File: src/rtl/cve2_obi_sram_adapter.sv
// OBI slave adapter driving a single-port synchronous SRAM with fixed-latency, in-order responses.
// Optional range checking with error responses: define CVE2_SRAM_ADAPTER_RANGE_ERR_EN.
module cve2_obi_sram_adapter #(
  parameter logic [31:0] BaseAddr       = 32'h0000_0000,
  parameter int unsigned MemDepth       = 16384,
  parameter int unsigned ReadLatency    = 1,
  parameter int unsigned MaxOutstanding = 2
) (
  input  logic                        clk_i,
  input  logic                        rst_ni,
  input  logic                        req_i,
  output logic                        gnt_o,
  input  logic                        we_i,
  input  logic [3:0]                  be_i,
  input  logic [31:0]                 addr_i,
  input  logic [31:0]                 wdata_i,
  output logic                        rvalid_o,
  output logic [31:0]                 rdata_o,
  output logic                        err_o,
  output logic                        mem_req_o,
  output logic                        mem_we_o,
  output logic [$clog2(MemDepth)-1:0] mem_addr_o,
  output logic [31:0]                 mem_wmask_o,
  output logic [31:0]                 mem_wdata_o,
  input  logic [31:0]                 mem_rdata_i,
  output logic                        busy_o
);

  localparam int unsigned AW = $clog2(MemDepth);
  localparam int unsigned CW = $clog2(MaxOutstanding + 1);
  localparam logic [CW-1:0] MaxOut = CW'(MaxOutstanding);

  logic [CW-1:0]          out_cnt_q, out_cnt_d;
  logic [ReadLatency-1:0] valid_q, err_q;
  logic                   rd0_q;
  logic                   in_range, req_err, retiring;

`ifdef CVE2_SRAM_ADAPTER_RANGE_ERR_EN
  // 33-bit bounds so a window ending at 2^32 does not wrap to zero
  localparam logic [32:0] RangeLo = {1'b0, BaseAddr};
  localparam logic [32:0] RangeHi = RangeLo + (33'(MemDepth) << 2);

  assign in_range = ({1'b0, addr_i} >= RangeLo) && ({1'b0, addr_i} < RangeHi);
  assign req_err  = ~in_range;
`else
  assign in_range = 1'b1;
  assign req_err  = 1'b0;
`endif

  assign retiring = valid_q[ReadLatency-1];
  assign rvalid_o = retiring;
  assign err_o    = retiring & err_q[ReadLatency-1];
  assign busy_o   = (out_cnt_q != '0);
  assign gnt_o    = req_i & ((out_cnt_q < MaxOut) | retiring);

  assign mem_req_o   = gnt_o & in_range;
  assign mem_we_o    = we_i;
  assign mem_addr_o  = AW'((addr_i - BaseAddr) >> 2);
  assign mem_wdata_o = wdata_i;
  assign mem_wmask_o = {{8{be_i[3]}}, {8{be_i[2]}}, {8{be_i[1]}}, {8{be_i[0]}}};

  always_comb begin
    out_cnt_d = out_cnt_q;
    if (gnt_o && !retiring) begin
      out_cnt_d = out_cnt_q + CW'(1);
    end else if (!gnt_o && retiring) begin
      out_cnt_d = out_cnt_q - CW'(1);
    end
  end

  always_ff @(posedge clk_i or negedge rst_ni) begin
    if (!rst_ni) begin
      out_cnt_q <= '0;
      valid_q   <= '0;
      err_q     <= '0;
      rd0_q     <= 1'b0;
    end else begin
      out_cnt_q  <= out_cnt_d;
      valid_q[0] <= gnt_o;
      err_q[0]   <= gnt_o & req_err;
      rd0_q      <= gnt_o & ~we_i;
      for (int i = 1; i < int'(ReadLatency); i++) begin
        valid_q[i] <= valid_q[i-1];
        err_q[i]   <= err_q[i-1];
      end
    end
  end

  // Read data is gated to zero when captured, so later stages only need to shift it
  if (ReadLatency == 1) begin : g_comb_rdata
    assign rdata_o = (retiring && rd0_q && !err_q[0]) ? mem_rdata_i : '0;
  end else begin : g_reg_rdata
    logic [31:0] data_q [1:ReadLatency-1];

    always_ff @(posedge clk_i or negedge rst_ni) begin
      if (!rst_ni) begin
        for (int i = 1; i < int'(ReadLatency); i++) begin
          data_q[i] <= '0;
        end
      end else begin
        data_q[1] <= (valid_q[0] && rd0_q && !err_q[0]) ? mem_rdata_i : '0;
        for (int i = 2; i < int'(ReadLatency); i++) begin
          data_q[i] <= data_q[i-1];
        end
      end
    end

    assign rdata_o = data_q[ReadLatency-1];
  end

  always @(posedge clk_i) begin
    if (rst_ni) begin
      assert (!(gnt_o && !retiring && out_cnt_q == MaxOut));
      assert (!(retiring && !gnt_o && out_cnt_q == '0));
    end
  end

endmodule

File: config.mk
export PLATFORM = sky130hd
export DESIGN_NAME = cve2_obi_sram_adapter
export DESIGN_NICKNAME = d
export VERILOG_FILES = /design/src/rtl/cve2_obi_sram_adapter.sv
export SDC_FILE = /design/constraint.sdc
export NUM_CORES = 1
export LEC_CHECK = 0
export CAP_MARGIN = 20
export CORE_AREA = 3 3 84 86
export CTS_CLUSTER_SIZE = 28
export DETAILED_ROUTE_END_ITERATION = 12
export DIE_AREA = 0 0 87 89
export PLACE_DENSITY = 0.72
export SYNTH_ARGS = -nofsm -noshare
export SYNTH_HDL_FRONTEND = slang
export SYNTH_SLANG_ARGS = --single-unit
File: constraint.sdc
create_clock -name clk_i -period 1.95 [get_ports clk_i]
set_clock_uncertainty 0.15 [all_clocks]
set_input_delay 0.39 -clock clk_i [delete_from_list [all_inputs] [get_ports clk_i]]
set_output_delay 0.39 -clock clk_i [all_outputs]
set_load 0.05 [all_outputs]
==> flow_summary.json, run 1 <==
{
  "ys_top_cells_by_area": "buf_4, and3_1, dfrtp_1, xor2_1, buf_2",
  "place.gp.congestion": 0.777,
  "cp-start-kind": "primary input",
  "grt-ovfl-total": 0,
  "tns_ps": 0,
  "path_cells": "clkdlybuf4s50_1, a21boi_4, buf_4, buf_12",
  "synth.largest_area_cell": "buf_4",
  "die_x_um": 87,
  "drive_above_1_share_pct": 39.4,
  "critPathCapture": "mem_req_o",
  "portBuffers": 72,
  "cp.required_ps": 1410,
  "power_density_nw_per_um2": 688,
  "worstReg2RegStart": "rvalid_o",
  "root_buffer": "clkbuf_8",
  "peakVddDrop_uv": 503,
  "grt_pass1_wl_mm": 4.70,
  "initial_core_util_pct": 16.0,
  "cts.sinks": 4,
  "min_path_type": "in -> async",
  "worstPathArrival_ps": 1340,
  "critPathMaxFanout": 4,
  "cts_buffers": 3,
  "rsz0062_at_grt": "no",
  "yosysSeqAreaShare_pct": 9.88,
  "fin_crit_ps": 1880,
  "critical_path_class": "in -> out",
  "clk_pin_slew_ps": 30,
  "synthArstFlopShare_pct": 100,
  "core.rowCount": 29,
  "setup_viol": 0,
  "min_period_over_period_pct": 96.6,
  "grtUsageTotal_pct": 7.96,
  "fin_nets": 233,
  "drt_iter0_drc": 5,
  "reg2reg_to": "out_cnt_q[1]",
  "postCtsHoldBufs": 0,
  "end_kind": "output port",
  "dieHeight_um": 89,
  "synth_enable_flop_cells": 0,
  "yosysMostFrequentCell": "buf_4",
  "coreArea_um2": 6350,
  "antenna_left": 0,
  "outcome": "finished clean",
  "drc": 0,
  "h-tree-depth": 1,
  "ios": 220,
  "maxCapViolCount": 0,
  "worst_r2r_path_depth": 6,
  "syn_avg_cell_area_um2": 7.62,
  "clockBufferDepth": 2,
  "synth_flop_cell": "dfrtp_1",
  "vias": 760,
  "synth_nets": 238,
  "via_per_inst": 3.73,
  "leakage_nw": 0.769,
  "ys_types": 14,
  "timing.final.ws_setup_ps": 66.5,
  "antenna_found_initial": 0,
  "r2r_setup_slack_ps": 440,
  "dieArea_um2": 7740,
  "place_ws_ps": 67.9,
  "syn_inst": 133,
  "slowest_stage": "clkdlybuf4s50_1",
  "fillers": 652,
  "clk_latency_ps": 220,
  "yosys_warnings": 0,
  "hpwl_mm": 2.77,
  "drt_pass1_iterations": 4,
  "max_freq_ghz": 0.531,
  "num_antenna_cells": 0,
  "wl_mm": 3.27,
  "grt_pass1_vias": 863,
  "areaGrowthSynthToFinish_pct": 62.1,
  "cts_tree": "done",
  "synth_top_area_share_pct": 60.0,
  "crit_start": "req_i",
  "finalHoldViolCount": 0,
  "wl_per_cell_um": 16.0,
  "grt_max_degree": 16,
  "synth_area_um2": 1010,
  "ys_ff_latch": 4,
  "synth_commonest_cells": "buf_4, and3_1, dfrtp_1, buf_2, clkbuf_2",
  "drv_slew": 0,
  "critPathMaxStageDelay_ps": 460
}
-- stage by stage --
step	cells	utilization, %	total power, mW	instance area, um^2	hold slack, ps
finish	204	25.9	1.13	1640	225
global route	204	25.9	1.19	1640	230
CTS	204	25.9	1.14	1640	231
detailed placement	199	25.0	0.940	1590	360
global placement	199	25.0	0.929	1590	353
floorplan	133	-	0.995	1020	-55.6
-- where the power goes --
part           switching [mW]  total, mW  leakage (nW)  internal, mW
clock network          0.0421      0.182        0.0228         0.140
logic                   0.402      0.774         0.700         0.372
registers              0.0563      0.175        0.0464         0.118
-- cells in the final DEF (no fill, tap or decap), drive strengths merged --
master	synthesis	final
conb	1	1
or2	1	1
nor2	1	1
ha	1	1
clkdlybuf4s50	0	35
xnor2	1	1
buf	84	42
and3	32	32
xor2	2	2
dfrtp	4	4
inv	1	1
a21boi	1	1
clkbuf	3	4
and2b	1	1
-- worst min-delay path by stage --
stage | end | slack, ps | depth (start not counted)
after floorplan | out_cnt_q[0] | -60 | 0
after global placement | out_cnt_q[0] | 350 | 1
after detailed placement | out_cnt_q[0] | 360 | 1
after CTS | rd0_q | 230 | 1
after global routing | rvalid_o | 230 | 1
final | rvalid_o | 230 | 1
-- critical path: cells and delay by family --
kind                   cells  cell delay, ps
AOI/OAI and AO/OA          1             170
buffers and inverters      3             770
-- registers in the layout, summed over array words and instances, names as in the netlist --
| name | cells |
|---|---|
| out_cnt_q | 2 |
| rd0_q | 1 |
| rvalid_o | 1 |
-- metal layers --
metal / GRT usage [%] / vias to the layer above / routed length, um
met3: 4.70 / 27 / 429
met5: 0 / - / 0
met2: 12.2 / 69 / 1630
li1: - / 331 / -
met1: 7.92 / 333 / 1040
met4: 6.09 / 0 / 167
-- layout make-up --
class / instances / area (um^2) / share of cell area, %
tap: 77 / 96.3 / 5.86
clock buffer: 4 / 45.0 / 2.74
timing repair buffer: 77 / 1120 / 67.9
inverter: 1 / 3.75 / 0.228
multi-input combinational: 41 / 279 / 17.0
sequential: 4 / 103 / 6.25
-- kinds of logic after synthesis --
| family | after synthesis | share of synthesized area, % |
|---|---|---|
| AO/OA/AOI/OAI | 1 | 1.11 |
| XOR/XNOR | 3 | 2.59 |
| adder cells (fa/ha/maj) | 1 | 1.23 |
| buffers and inverters | 88 | 63.3 |
| flip-flops | 4 | 9.88 |
| other | 1 | 0.370 |
| AND/OR/NAND/NOR | 35 | 21.5 |
-- what timing repair did --
item                       CTS  global route
buffers inserted             1             0
gates resized for setup      0             1
setup endpoints to repair    2             9
pin swaps                    0             0
cloned                       0             0
(Power assumes the default switching activity.)
==> run 2, diff against run 1 <==
Settings changed: CORE_AREA 3 3 84 86 to unset, CORE_ASPECT_RATIO set to 0.5, CORE_MARGIN set to 3, CORE_UTILIZATION set to 18, DIE_AREA 0 0 87 89 to unset, PLACE_DENSITY 0.72 to 0.81, SKIP_CTS_REPAIR_TIMING set to 1.
==> flow_summary.json, run 2 (same netlist as run 1, synthesis figures left out) <==
{
  "outcome": "finished clean",
  "cp_num_cells": 4,
  "antenna_left": 0,
  "ios": 220,
  "worstPathArrival_ps": 1340,
  "hold_slack_ps": 227,
  "clk_pin_slew_ps": 30,
  "setup_viol": 0,
  "cts.sinks": 4,
  "slowest_stage": "clkdlybuf4s50_1",
  "fin_nets": 231,
  "grt_max_degree": 33,
  "clockBufferDepth": 2,
  "path_cells": "clkdlybuf4s50_1, a21boi_4, buf_4, buf_12",
  "dp_cells": 191,
  "largest_reg_flops": 2,
  "tns_ps": 0,
  "leakage_nw": 0.774,
  "finalHoldViolCount": 0,
  "min_path_type": "in -> async",
  "critical_path.top_delay_family": "buffers and inverters",
  "max_freq_ghz": 0.532,
  "coreArea_um2": 5180,
  "drv_slew": 0,
  "fin_crit_ps": 1880,
  "cts_tree": "done",
  "min_period_over_period_pct": 96.3,
  "wl_per_cell_um": 14.0,
  "worst_r2r_path_depth": 6,
  "rsz0062_at_grt": "no",
  "mostFrequentLayoutCells": "buf_12, clkdlybuf4s50_1, and3_1, buf_4, clkbuf_16",
  "grt_pass1_wl_mm": 4.09,
  "grtUsageTotal_pct": 7.83,
  "die_x_um": 112,
  "layout_commonest_cell": "buf_12",
  "top_register": "out_cnt_q",
  "peakVddDrop_uv": 835,
  "clk_latency_ps": 230,
  "core.rowCount": 18,
  "place.gp.congestion": 0.694,
  "final_cells": 195,
  "critical_path_class": "in -> out",
  "via_per_inst": 3.79,
  "critPathMaxFanout": 4,
  "grt-ovfl-total": 0,
  "finalPower_mw": 1.27,
  "maxCapViolCount": 0,
  "drt_iter0_drc": 20,
  "vias": 740,
  "initial_core_util_pct": 19.6,
  "drt_pass1_iterations": 2,
  "portBuffers": 72,
  "drc": 0,
  "drive_above_1_share_pct": 38.4,
  "hpwl_mm": 2.37,
  "antenna_found_initial": 0,
  "dieArea_um2": 6620,
  "cp-start-kind": "primary input",
  "wl_mm": 2.73,
  "power_density_nw_per_um2": 766,
  "num_antenna_cells": 0,
  "grt_pass1_vias": 783,
  "dieHeight_um": 59.1,
  "h-tree-depth": 1,
  "end_kind": "output port",
  "path_buf_inv": 3,
  "cp.required_ps": 1410,
  "critPathMaxStageDelay_ps": 460,
  "cts_buffers": 3,
  "areaGrowthSynthToFinish_pct": 63.1,
  "root_buffer": "clkbuf_16"
}
==> run 2: changes by cell type in the layout (fill, tap and decap cells not counted), sizes merged <==
cell / before / now
buf: 42 / 40
==> run 2: area by class of cell <==
type | instances | area (um^2)
Clock buffer | 4 | 78.8
Tap cell | 70 | 87.6
Timing Repair Buffer | 75 | 1100
Fill cell | 521 | 3530
Multi-Input combinational cell | 41 | 279
Sequential cell | 4 | 103
Inverter | 1 | 3.75
==> run 2: stage by stage <==
stage	utilization, %	area (um^2)	worst slack, ps
detailed placement	30.4	1570	67.9
global route	31.9	1650	37.3
floorplan	-	1020	91.9
global placement	30.4	1570	61.7
CTS	31.9	1650	-106
finish	31.9	1650	71.3
==> run 2: path summary, 6_finish.rpt <==
path / startpoint / endpoint / slack, ps
max: req_i / mem_req_o / 70
min: rst_ni / rd0_q / 230
max reg2reg: rvalid_o / out_cnt_q[1] / 440
min reg2reg: out_cnt_q[0] / out_cnt_q[0] / 350
max in group asynchronous: rst_ni / rvalid_o / 1230
min in group clk_i: out_cnt_q[0] / out_cnt_q[0] / 350
==> run 2: worst register-to-register path, stage by stage (launching register included) <==
cell	delay [ps]
dfrtp_2	460
inv_2	80
a21boi_4	160
ha_1	170
xor2_1	160
nor2_1	70
xor2_1	140
==> run 2: routing by layer <==
metal  vias up  global-route usage (%)  routed length (um)
met4         0                    3.77                  57
met5         -                       0                   0
met1       325                    6.40                 767
met2        71                    14.6                1500
met3        16                    5.50                 397
li1        328                       -                   -
==> run 2: power by group <==
group          internal [mW]  leakage [nW]  switching, mW
registers              0.118        0.0464         0.0643
logic                  0.364         0.690          0.385
clock network          0.271        0.0382         0.0633
total                  0.753         0.774          0.513
==> run 3, diff against run 2 <==
Settings changed: ABC_AREA set to 0, CORE_UTILIZATION 18 to 19, CTS_BUF_LIST set to sky130_fd_sc_hd__clkbuf_8, PLACE_DENSITY 0.81 to 0.85.
==> flow_summary.json, run 3 (same netlist as run 1, synthesis figures left out) <==
{
  "outcome": "finished clean",
  "pwr-share-seq_pct": 15.0,
  "wl_per_cell_um": 14.9,
  "place.gp.congestion": 0.619,
  "ios": 220,
  "grt_max_degree": 33,
  "antenna_left": 0,
  "top_register": "out_cnt_q",
  "grtUsageTotal_pct": 8.67,
  "wl_mm": 2.92,
  "finalHoldViolCount": 0,
  "critical_path_class": "in -> out",
  "clk_pin_slew_ps": 30,
  "areaGrowthSynthToFinish_pct": 61.6,
  "coreArea_um2": 5040,
  "max_freq_ghz": 0.539,
  "cp-start-kind": "primary input",
  "power_frac_clock_pct": 15.7,
  "h-tree-depth": 1,
  "hpwl_mm": 2.37,
  "cts_tree": "done",
  "root_buffer": "clkbuf_8",
  "cts.sinks": 4,
  "initial_core_util_pct": 20.1,
  "clk_latency_ps": 220,
  "dieArea_um2": 6300,
  "fin_nets": 232,
  "fin_area_um2": 1640,
  "drt_iter0_drc": 32,
  "num_antenna_cells": 0,
  "worstPathArrival_ps": 1320,
  "tns_ps": 0,
  "critPathMaxFanout": 3,
  "swShare_pct": 43.8,
  "layout_commonest_cell": "buf_12",
  "comb_power_share_pct": 69.3,
  "drive_above_1_share_pct": 38.1,
  "cts_buffers": 3,
  "drc": 0,
  "cp.required_ps": 1410,
  "grt_pass1_vias": 818,
  "end_kind": "output port",
  "largest_reg_flops": 2,
  "peakVddDrop_uv": 208,
  "grt-ovfl-total": 0,
  "min_period_over_period_pct": 95.1,
  "fillers": 511,
  "grt_pass1_wl_mm": 4.26,
  "die_x_um": 109,
  "antenna_found_initial": 0,
  "min_path_type": "in -> async",
  "mostFrequentLayoutCells": "buf_12, clkdlybuf4s50_1, and3_1, buf_4",
  "vias": 750,
  "leakage_nw": 0.774,
  "portBuffers": 72,
  "p_int_mw": 0.634,
  "drv_slew": 0,
  "rsz0062_at_grt": "no",
  "p_sw_mw": 0.495,
  "placed_area_um2": 1590,
  "maxCapViolCount": 0,
  "setup_viol": 0,
  "dieHeight_um": 57.6,
  "core.rowCount": 18,
  "drt_pass1_iterations": 2,
  "power_density_nw_per_um2": 690,
  "fin_crit_ps": 1860,
  "clockBufferDepth": 2,
  "via_per_inst": 3.83
}
[run 3: path summary, 6_finish.rpt]
path	from	end	slack, ps	depth (start not counted)
max	req_i	mem_req_o	90	4
min	rst_ni	rd0_q	230	1
max reg2reg	rvalid_o	out_cnt_q[1]	350	6
min reg2reg	out_cnt_q[0]	out_cnt_q[0]	350	1
max in group asynchronous	rst_ni	rvalid_o	1240	1
min in group clk_i	out_cnt_q[0]	out_cnt_q[0]	350	1
[run 3: stage by stage]
stage                     instances  util [%]  hold slack, ps  power (mW)  setup slack, ps
after floorplan                 133         -           -55.6       0.995             91.9
after global placement          192      31.6             346       0.943             87.9
after detailed placement        192      31.6             358       0.963             81.5
after CTS                       196      32.5             233        1.14             80.5
after global routing            196      32.5             233        1.19             22.0
final                           196      32.5             226        1.13             94.8
[run 3: worst max-delay path, cell delays in order]
cell             delay, ps
clkdlybuf4s50_1        460
a21boi_4               190
buf_4                  150
buf_12                 130
[run 3: final cells by class]
class	count	area [um^2]	share of cell area [%]
clock buffers	3	41.3	2.52
clock inverters	1	3.75	0.229
inverters	1	3.75	0.229
multi-input cells	41	279	17.0
flip-flops and latches	4	101	6.19
well taps	70	87.6	5.35
repair buffers	76	1120	68.4
[run 3: metal layers]
metal,wire (um),vias to the layer above,track usage (%)
li1,-,329,-
met1,868,336,8.67
met2,1490,61,13.7
met3,424,24,4.78
met4,128,0,6.57
met5,0,-,0
[run 3: power groups by stage]
stage / clock [mW] / sequential, mW / combinational, mW
CTS: 0.180 / 0.170 / 0.793
floorplan: 0 / 0.170 / 0.824
detailed placement: 0 / 0.171 / 0.792
finish: 0.178 / 0.169 / 0.783
global placement: 0 / 0.166 / 0.777
global route: 0.187 / 0.178 / 0.829
